[config.mk]
export PLATFORM = sky130hd
export DESIGN_NAME = hvsync_generator
export DESIGN_NICKNAME = d
export VERILOG_FILES = /design/src/rtl/hvsync_generator_pkg.sv /design/src/rtl/hvsync_generator.sv
export SDC_FILE = /design/constraint.sdc
export NUM_CORES = 1
export LEC_CHECK = 0
export ABC_CLOCK_PERIOD_IN_PS = 4800
export CORE_UTILIZATION = 53
export DETAILED_ROUTE_END_ITERATION = 8
export GPL_ROUTABILITY_DRIVEN = 0
export PLACE_DENSITY = 0.83
export SLEW_MARGIN = 20
export SYNTH_ARGS = -nofsm -noshare
export SYNTH_HDL_FRONTEND = slang
export SYNTH_SLANG_ARGS = --single-unit
[constraint.sdc]
create_clock -name clk -period 4.8 [get_ports clk]
set_clock_uncertainty 0.15 [all_clocks]
set_input_delay 0.72 -clock clk [delete_from_list [all_inputs] [get_ports clk]]
set_output_delay 0.72 -clock clk [all_outputs]
set_load 0.03 [all_outputs]
[src/rtl/hvsync_generator_pkg.sv]
// Shared video timing: default raster geometry, derived sync/wrap positions
// and helpers so render and sprite blocks can reuse the same constants.
package hvsync_generator_pkg;

  localparam int POS_W = 9;
  typedef logic [POS_W-1:0] pos_t;

  localparam int H_DISPLAY = 256;
  localparam int H_BACK    = 23;
  localparam int H_FRONT   = 7;
  localparam int H_SYNC    = 23;
  localparam int V_DISPLAY = 240;
  localparam int V_TOP     = 5;
  localparam int V_BOTTOM  = 14;
  localparam int V_SYNC    = 3;

  function automatic int sync_start(input int display, input int trailing_border);
    return display + trailing_border;
  endfunction

  function automatic int sync_end(input int start, input int width);
    return start + width - 1;
  endfunction

  // Last counter value before wrapping; must stay below 2**POS_W.
  function automatic int pos_max(input int display, input int border_a,
                                 input int border_b, input int width);
    return display + border_a + border_b + width - 1;
  endfunction

  localparam int H_SYNC_START = sync_start(H_DISPLAY, H_FRONT);
  localparam int H_SYNC_END   = sync_end(H_SYNC_START, H_SYNC);
  localparam int H_MAX        = pos_max(H_DISPLAY, H_BACK, H_FRONT, H_SYNC);
  localparam int V_SYNC_START = sync_start(V_DISPLAY, V_BOTTOM);
  localparam int V_SYNC_END   = sync_end(V_SYNC_START, V_SYNC);
  localparam int V_MAX        = pos_max(V_DISPLAY, V_TOP, V_BOTTOM, V_SYNC);

endpackage

[src/rtl/hvsync_generator.sv]
// Raster scan generator: 9-bit pixel/line counters with registered,
// glitch-free sync pulses and a combinational visible-area flag.
module hvsync_generator #(
  parameter int H_DISPLAY = hvsync_generator_pkg::H_DISPLAY,
  parameter int H_BACK    = hvsync_generator_pkg::H_BACK,
  parameter int H_FRONT   = hvsync_generator_pkg::H_FRONT,
  parameter int H_SYNC    = hvsync_generator_pkg::H_SYNC,
  parameter int V_DISPLAY = hvsync_generator_pkg::V_DISPLAY,
  parameter int V_TOP     = hvsync_generator_pkg::V_TOP,
  parameter int V_BOTTOM  = hvsync_generator_pkg::V_BOTTOM,
  parameter int V_SYNC    = hvsync_generator_pkg::V_SYNC
) (
  input  logic       clk,
  input  logic       reset,
  output logic       hsync,
  output logic       vsync,
  output logic       display_on,
  output logic [8:0] hpos,
  output logic [8:0] vpos
);
  import hvsync_generator_pkg::*;

  localparam int HS_START_I = sync_start(H_DISPLAY, H_FRONT);
  localparam int VS_START_I = sync_start(V_DISPLAY, V_BOTTOM);

  localparam pos_t HS_START = pos_t'(HS_START_I);
  localparam pos_t HS_END   = pos_t'(sync_end(HS_START_I, H_SYNC));
  localparam pos_t HMAX     = pos_t'(pos_max(H_DISPLAY, H_BACK, H_FRONT, H_SYNC));
  localparam pos_t VS_START = pos_t'(VS_START_I);
  localparam pos_t VS_END   = pos_t'(sync_end(VS_START_I, V_SYNC));
  localparam pos_t VMAX     = pos_t'(pos_max(V_DISPLAY, V_TOP, V_BOTTOM, V_SYNC));
  localparam pos_t HDISP    = pos_t'(H_DISPLAY);
  localparam pos_t VDISP    = pos_t'(V_DISPLAY);

  pos_t hpos_q, hpos_d;
  pos_t vpos_q, vpos_d;
  logic hsync_q, hsync_d;
  logic vsync_q, vsync_d;

  // Sync flags decode the pre-increment counters so they land one clock late
  // but come straight out of a flop, giving a glitch-free edge downstream.
  always_comb begin
    hpos_d  = hpos_q + pos_t'(1);
    vpos_d  = vpos_q;
    hsync_d = (hpos_q >= HS_START) && (hpos_q <= HS_END);
    vsync_d = (vpos_q >= VS_START) && (vpos_q <= VS_END);
    if (hpos_q == HMAX) begin
      hpos_d = '0;
      if (vpos_q == VMAX) begin
        vpos_d = '0;
      end else begin
        vpos_d = vpos_q + pos_t'(1);
      end
    end
  end

  always_ff @(posedge clk or posedge reset) begin
    if (reset) begin
      hpos_q  <= '0;
      vpos_q  <= '0;
      hsync_q <= 1'b0;
      vsync_q <= 1'b0;
    end else begin
      hpos_q  <= hpos_d;
      vpos_q  <= vpos_d;
      hsync_q <= hsync_d;
      vsync_q <= vsync_d;
    end
  end

  assign hpos       = hpos_q;
  assign vpos       = vpos_q;
  assign hsync      = hsync_q;
  assign vsync      = vsync_q;
  assign display_on = (hpos_q < HDISP) && (vpos_q < VDISP);

endmodule

==> flow_summary_export.csv, run 1 <==
group,metric,value,unit
timing,drv_slew,0,
logic_synthesis,yosysSeqAreaShare,47.6,%
detailed_routing,wl_per_cell,14.5,um
global_route,grt_max_degree,21,
clock_network,cts_root_buffer,"clkbuf_4",
layout,fin_nets,139,
floorplanning,die_area,0.00217,mm^2
timing,grt_setup_unrepaired,"false",
clock_network,clk_latency,0.30,ns
min_path,min_from,"vpos[5]",
power_and_ir_drop,p_leak,0.572,nW
clock_network,cts_sinks,20,
min_path,min_to,"vpos[5]",
layout,num-fill-cells,140,
floorplanning,fp-row-count,15,
critical_path,r2r_end,"vpos[3]",
logic_synthesis,synth_compound_area_share,9.16,%
logic_synthesis,synth_seq_cells,20,
logic_synthesis,synth_fa_ha_area_share,7.13,%
timing,worstMarginPinSlew,0.762,ns
logic_synthesis,synth.avg_cell_area,9.93,um^2
clock_network,post_cts_buffers,0,
run_status,outcome,"complete, no violations",
detailed_routing,ant_nets,0,
logic_synthesis,syn_nets,114,
critical_path,crit_chain,"nand2_1, nor2_1, nor3_1, clkdlybuf4s50_1",
floorplanning,start_util,58.4,%
clock_network,h-tree-depth,1,
logic_synthesis,syn-cell-area,0.00105,mm^2
detailed_routing,route.detailed.drc,0,
logic_synthesis,yosys_warnings,0,
critical_path,end_kind,"primary output",
critical_path,start_kind,"flip-flop",
detailed_routing,num_vias,885,
timing,period_share,55.2,%
min_path,hold_depth,1,
timing,whs,0.403,ns
placed_design,portBuffers,22,
critical_path,worstSetupPathType,"flip-flop to primary output",
critical_path,worstPathRequired,3.93,ns
critical_path,cp_max_fo,6,
timing,setup_tns,0,ns
critical_path,r2r.worst_path.cells,6,
global_route,antenna_found_initial,0,
logic_synthesis,syn_inst,106,
clock_network,cts_tree,"yes",
clock_network,ctsResizeCount,0,
floorplanning,die_w,46.6,um
clock_network,clk_path_buf_depth,2,
min_path,min_path_type,"flip-flop to flip-flop",
layout,area_growth,27.9,%
logic_synthesis,synthMuxAreaShare,0,%
logic_synthesis,synth_xor_area_share,6.66,%
timing,finalCriticalPeriod,2.65,ns
floorplanning,die_y,46.6,um
power_and_ir_drop,peakVddDrop,190,uV
clock_network,cts_hold_buf,0,
global_route,grt_overflow,0,
detailed_routing,drt_wl_total,2260,um
clock_network,numCtsBuffers,3,
flow_run,max_cap_violations,0,
power_and_ir_drop,power_density,231,mW/mm^2
detailed_routing,first_iter_violations,29,
layout,antennaDiodeCount,0,
critical_path,max_stage_delay,0.69,ns
critical_path,worst-r2r-setup-slack,2.84,ns
detailed_routing,first_pass_iters,4,
layout,drive_above_1_share,7.69,%
global_route,grt_pass1_wl,3420,um
floorplanning,placeableCoreArea,0.00180,mm^2
layout,final_cell_mix,"22 x clkdlybuf4s50_1, 20 x dfrtp_1, 11 x nand2_1, 10 x nor2_1",
timing,maxSlewHeadroom,49.1,%
detailed_routing,routed_via_density,5.71,
logic_synthesis,yosys.area_share.simple,26.4,%
global_route,grt_pass1_vias,756,
global_route,grt_use_total,23.0,%
placed_design,dp_hpwl,1660,um
layout,final_common_cell,"clkdlybuf4s50_1",
critical_path,crit_arrival,1.78,ns
clock_network,cts.reportedPaths.clkPinSlew,0.12,ns
logic_synthesis,synth.distinct_cells,32,
layout,multiInputGateArea,519,um^2
critical_path,crit_path_top_delay_cell,"clkdlybuf4s50_1",
floorplanning,io_pins,23,
layout,register_area,500,um^2
timing,hold_viol,0,
logic_synthesis,synth_top_family_by_area,"simple AND/OR/NAND/NOR gates",
timing,setup_viol,0,
timing,fmax,377,MHz
critical_path,r2r_start,"hpos[0]",
==> flip-flops by register name, indices dropped and copies added (netlist names) <==
register / count
hpos: 9
hsync: 1
vsync: 1
vpos: 9
==> Yosys cell counts (all sizes together) <==
| master | count | share of area, % |
|---|---|---|
| nor4b | 1 | 0.83 |
| dfrtp | 20 | 48 |
| inv | 6 | 2.1 |
| nand3 | 6 | 2.9 |
| a311oi | 1 | 0.83 |
| nor2 | 10 | 3.6 |
| or4b | 2 | 1.9 |
| a21oi | 3 | 1.4 |
| nor4 | 2 | 1.2 |
| and4bb | 1 | 1.5 |
| nand2b | 1 | 0.59 |
| ha | 6 | 7.1 |
| and4 | 1 | 0.95 |
| xor2 | 6 | 5.0 |
| nand2 | 11 | 3.9 |
| and3 | 1 | 0.59 |
| or3 | 1 | 0.59 |
| o2111ai | 1 | 0.83 |
| nor2b | 1 | 0.59 |
| buf | 2 | 0.95 |
| xnor2 | 2 | 1.7 |
| nand4 | 4 | 3.8 |
| o22ai | 1 | 0.59 |
| nor3 | 4 | 1.9 |
| or4 | 1 | 0.83 |
| o31ai | 1 | 0.71 |
| and2 | 1 | 0.71 |
| a31oi | 2 | 1.2 |
| o211ai | 1 | 0.71 |
| o21ai | 6 | 2.9 |
==> worst max path at each step <==
| stage | startpoint | endpoint | cells past startpoint |
|---|---|---|---|
| 2_1_floorplan | vpos[4] | display_on | 3 |
| 3_5_place_dp | vpos[4] | display_on | 4 |
| 5_1_grt | vpos[4] | display_on | 4 |
| 4_1_cts | vpos[4] | display_on | 4 |
| 6_report | vpos[4] | display_on | 4 |
| 3_3_place_gp | vpos[4] | display_on | 4 |
==> through the flow <==
stage	util, %	cell area (um^2)	cells	setup slack, ns	total power, mW
2_1_floorplan	-	1050	106	2.55	0.174
6_report	74.7	1350	155	2.15	0.311
3_5_place_dp	71.8	1290	151	2.50	0.176
4_1_cts	74.7	1350	155	2.15	0.314
5_1_grt	74.7	1350	155	2.05	0.322
3_3_place_gp	71.8	1290	151	2.52	0.176
==> worst max-delay path, delay by kind of cell (launching register included) <==
kind,cells,cell delay (ns)
buf+inv,1,0.69
flops,1,0.46
simple gates,3,0.33
==> routing by layer <==
layer	track usage, %	vias to the layer above	routed length (um)
li1	-	423	-
met1	33.0	433	1070
met2	35.3	27	1060
met3	4.71	2	124
met4	5.29	0	8
met5	0	-	0
==> cell type report <==
class                           instances  area share, %
Inverter                                6           1.67
Sequential cell                        20           37.2
Timing Repair Buffer                   22           16.4
Multi-Input combinational cell         78           38.6
Clock buffer                            3           1.67
Tap cell                               25           2.32
Clock inverter                          1           2.23
==> power by group <==
part	internal, mW	switching (mW)
clock	0.0844	0.0540
combinational	0.000752	0.00325
sequential	0.168	0
==> logic make-up after synthesis <==
family / after synthesis
AO/OA/AOI/OAI: 16
buffers and inverters: 8
flip-flops: 20
adder cells (fa/ha/maj): 6
XOR/XNOR: 8
AND/OR/NAND/NOR: 48
Power figures use the tool's default switching activity.
==> inputs of run 2 (changes only) <==
--- a/config.mk
+++ b/config.mk
@@ -5,11 +5,11 @@
 export SDC_FILE = /design/constraint.sdc
 export NUM_CORES = 1
 export LEC_CHECK = 0
-export ABC_CLOCK_PERIOD_IN_PS = 4800
-export CORE_UTILIZATION = 53
+export ABC_CLOCK_PERIOD_IN_PS = 2500
+export CORE_UTILIZATION = 49
 export DETAILED_ROUTE_END_ITERATION = 8
 export GPL_ROUTABILITY_DRIVEN = 0
-export PLACE_DENSITY = 0.83
+export PLACE_DENSITY = 0.78
 export SLEW_MARGIN = 20
 export SYNTH_ARGS = -nofsm -noshare
 export SYNTH_HDL_FRONTEND = slang
==> constraint.sdc (replaced) <==
create_clock -name clk -period 2.5 [get_ports clk]
set_clock_uncertainty 0.15 [all_clocks]
set_input_delay 0.375 -clock clk [delete_from_list [all_inputs] [get_ports clk]]
set_output_delay 0.375 -clock clk [all_outputs]
set_load 0.03 [all_outputs]
==> flow_summary_export.csv, run 2 (synthesized netlist as in run 1, its figures left out) <==
group,metric,value,unit
power_and_ir_drop,peakVddDrop,328,uV
detailed_routing,num_vias,897,
detailed_routing,routed_via_density,5.71,
layout,fin_nets,139,
clock_network,cts_hold_buf,0,
layout,antennaDiodeCount,0,
clock_network,post_cts_buffers,0,
global_route,grt_overflow,0,
floorplanning,die_area,0.00234,mm^2
power_and_ir_drop,p_seq_share,61.5,%
critical_path,max_stage_delay,0.69,ns
floorplanning,io_pins,23,
critical_path,crit_chain,"nand2_1, nor2_1, nor3_1, clkdlybuf4s50_1",
timing,setup_viol,0,
clock_network,clk_path_buf_depth,2,
clock_network,cts_tree,"yes",
clock_network,cts.reportedPaths.clkPinSlew,0.12,ns
layout,area_growth,26.6,%
floorplanning,die_w,48.3,um
floorplanning,start_util,53.1,%
clock_network,cts_root_buffer,"clkbuf_4",
placed_design,portBuffers,22,
clock_network,clk_latency,0.31,ns
global_route,grt_max_degree,21,
critical_path,crit_arrival,1.78,ns
detailed_routing,drt_wl_total,2260,um
timing,finalCriticalPeriod,2.31,ns
timing,fmax,434,MHz
global_route,grt_pass1_wl,3880,um
timing,grt_setup_unrepaired,"false",
layout,drive_above_1_share,7.69,%
critical_path,cp_max_fo,6,
layout,multiInputGateArea,519,um^2
global_route,grt_pass1_vias,854,
floorplanning,fp-row-count,16,
global_route,antenna_found_initial,0,
timing,hold_viol,0,
detailed_routing,first_pass_iters,5,
critical_path,crit_path_top_delay_cell,"clkdlybuf4s50_1",
layout,num-fill-cells,152,
power_and_ir_drop,p_leak,0.565,nW
power_and_ir_drop,p_sw,0.112,mW
placed_design,placedCellCount,153,
placed_design,dp_hpwl,1570,um
layout,register_area,500,um^2
timing,drv_slew,0,
power_and_ir_drop,swShare,21.3,%
layout,fin_cells,157,
min_path,min_path_type,"primary input to asynchronous set/reset pin",
power_and_ir_drop,power_density,395,mW/mm^2
timing,maxSlewHeadroom,50.2,%
critical_path,worstSetupPathType,"flip-flop to primary output",
timing,setup_tns,0,ns
detailed_routing,route.detailed.drc,0,
layout,final_cell_mix,"22 x clkdlybuf4s50_1, 20 x dfrtp_1, 11 x nand2_1, 10 x nor2_1",
critical_path,end_kind,"primary output",
power_and_ir_drop,p_int,0.414,mW
flow_run,max_cap_violations,0,
layout,final_common_cell,"clkdlybuf4s50_1",
global_route,grt_use_total,21.5,%
clock_network,h-tree-depth,1,
power_and_ir_drop,combPwrFrac,1.4,%
floorplanning,placeableCoreArea,0.00198,mm^2
timing,worstMarginPinSlew,0.745,ns
floorplanning,die_y,48.3,um
power_and_ir_drop,power_frac_clock,37.1,%
timing,period_share,92.3,%
detailed_routing,ant_nets,0,
run_status,outcome,"complete, no violations",
critical_path,start_kind,"flip-flop",
detailed_routing,wl_per_cell,14.4,um
clock_network,numCtsBuffers,3,
detailed_routing,first_iter_violations,41,
clock_network,cts_sinks,20,
clock_network,ctsResizeCount,0,
critical_path,worstPathRequired,1.98,ns
-- run 2: changes by cell type in the layout (fill, tap and decap cells not counted) --
cell / previous run / this run
bufinv_16: 1 / 0
clkbuf_8: 0 / 1
-- run 2: power by group through the flow --
stage	sequential, mW	combinational [mW]	clock (mW)
2_1_floorplan	0.330	0.00485	0
3_3_place_gp	0.330	0.00804	0
3_5_place_dp	0.330	0.00811	0
4_1_cts	0.323	0.00818	0.200
5_1_grt	0.324	0.00975	0.211
6_report	0.323	0.00756	0.195
-- run 2: stage by stage --
step | area, um^2 | utilization (%) | hold WS [ns] | power, mW | worst slack [ns]
final | 1330 | 67.2 | 0.329 | 0.526 | 0.193
after global routing | 1330 | 67.2 | 0.427 | 0.544 | 0.114
after CTS | 1330 | 67.2 | 0.358 | 0.531 | 0.180
after detailed placement | 1300 | 65.4 | 0.388 | 0.338 | 0.545
after global placement | 1300 | 65.4 | 0.369 | 0.338 | 0.573
after floorplan | 1050 | - | 0.189 | 0.334 | 0.546
-- run 2: path summary, 6_finish.rpt --
kind / slack [ns] / from / cells past startpoint / endpoint
min in group clk: 0.42 / vpos[7] / 1 / vpos[7]
max: 0.19 / vpos[4] / 4 / display_on
min reg2reg: 0.42 / vpos[7] / 1 / vpos[7]
max in group asynchronous: 1.40 / reset / 2 / vpos[8]
min: 0.33 / reset / 2 / hpos[4]
max reg2reg: 0.54 / hpos[0] / 6 / vpos[3]
-- run 2: per-layer routing --
metal,wire length [um],up-vias,global-route usage (%)
li1,-,427,-
met5,0,-,0
met3,135,7,2.20
met2,1060,39,34.0
met4,64,0,11.8
met1,1000,424,28.9
-- run 2: critical path: cells and delay by family (launching register included) --
kind | cells | cell delay, ns
and+or+nand+nor | 3 | 0.33
buffers and inverters | 1 | 0.69
DFF | 1 | 0.46
-- run 2: final cells by class --
type	instances	area share, %
Multi-Input combinational cell	78	39.0
Sequential cell	20	37.6
Timing Repair Buffer	22	16.5
Clock buffer	4	2.72
Tap cell	27	2.54
Inverter	6	1.69
==> inputs of run 3 (changes only) <==
--- a/config.mk
+++ b/config.mk
@@ -10,6 +10,7 @@
 export DETAILED_ROUTE_END_ITERATION = 8
 export GPL_ROUTABILITY_DRIVEN = 0
 export PLACE_DENSITY = 0.78
+export SKIP_CTS_REPAIR_TIMING = 1
 export SLEW_MARGIN = 20
 export SYNTH_ARGS = -nofsm -noshare
 export SYNTH_HDL_FRONTEND = slang
==> results of run 3 <==
The final DEF is identical to that of run 2; final timing and power are the same.
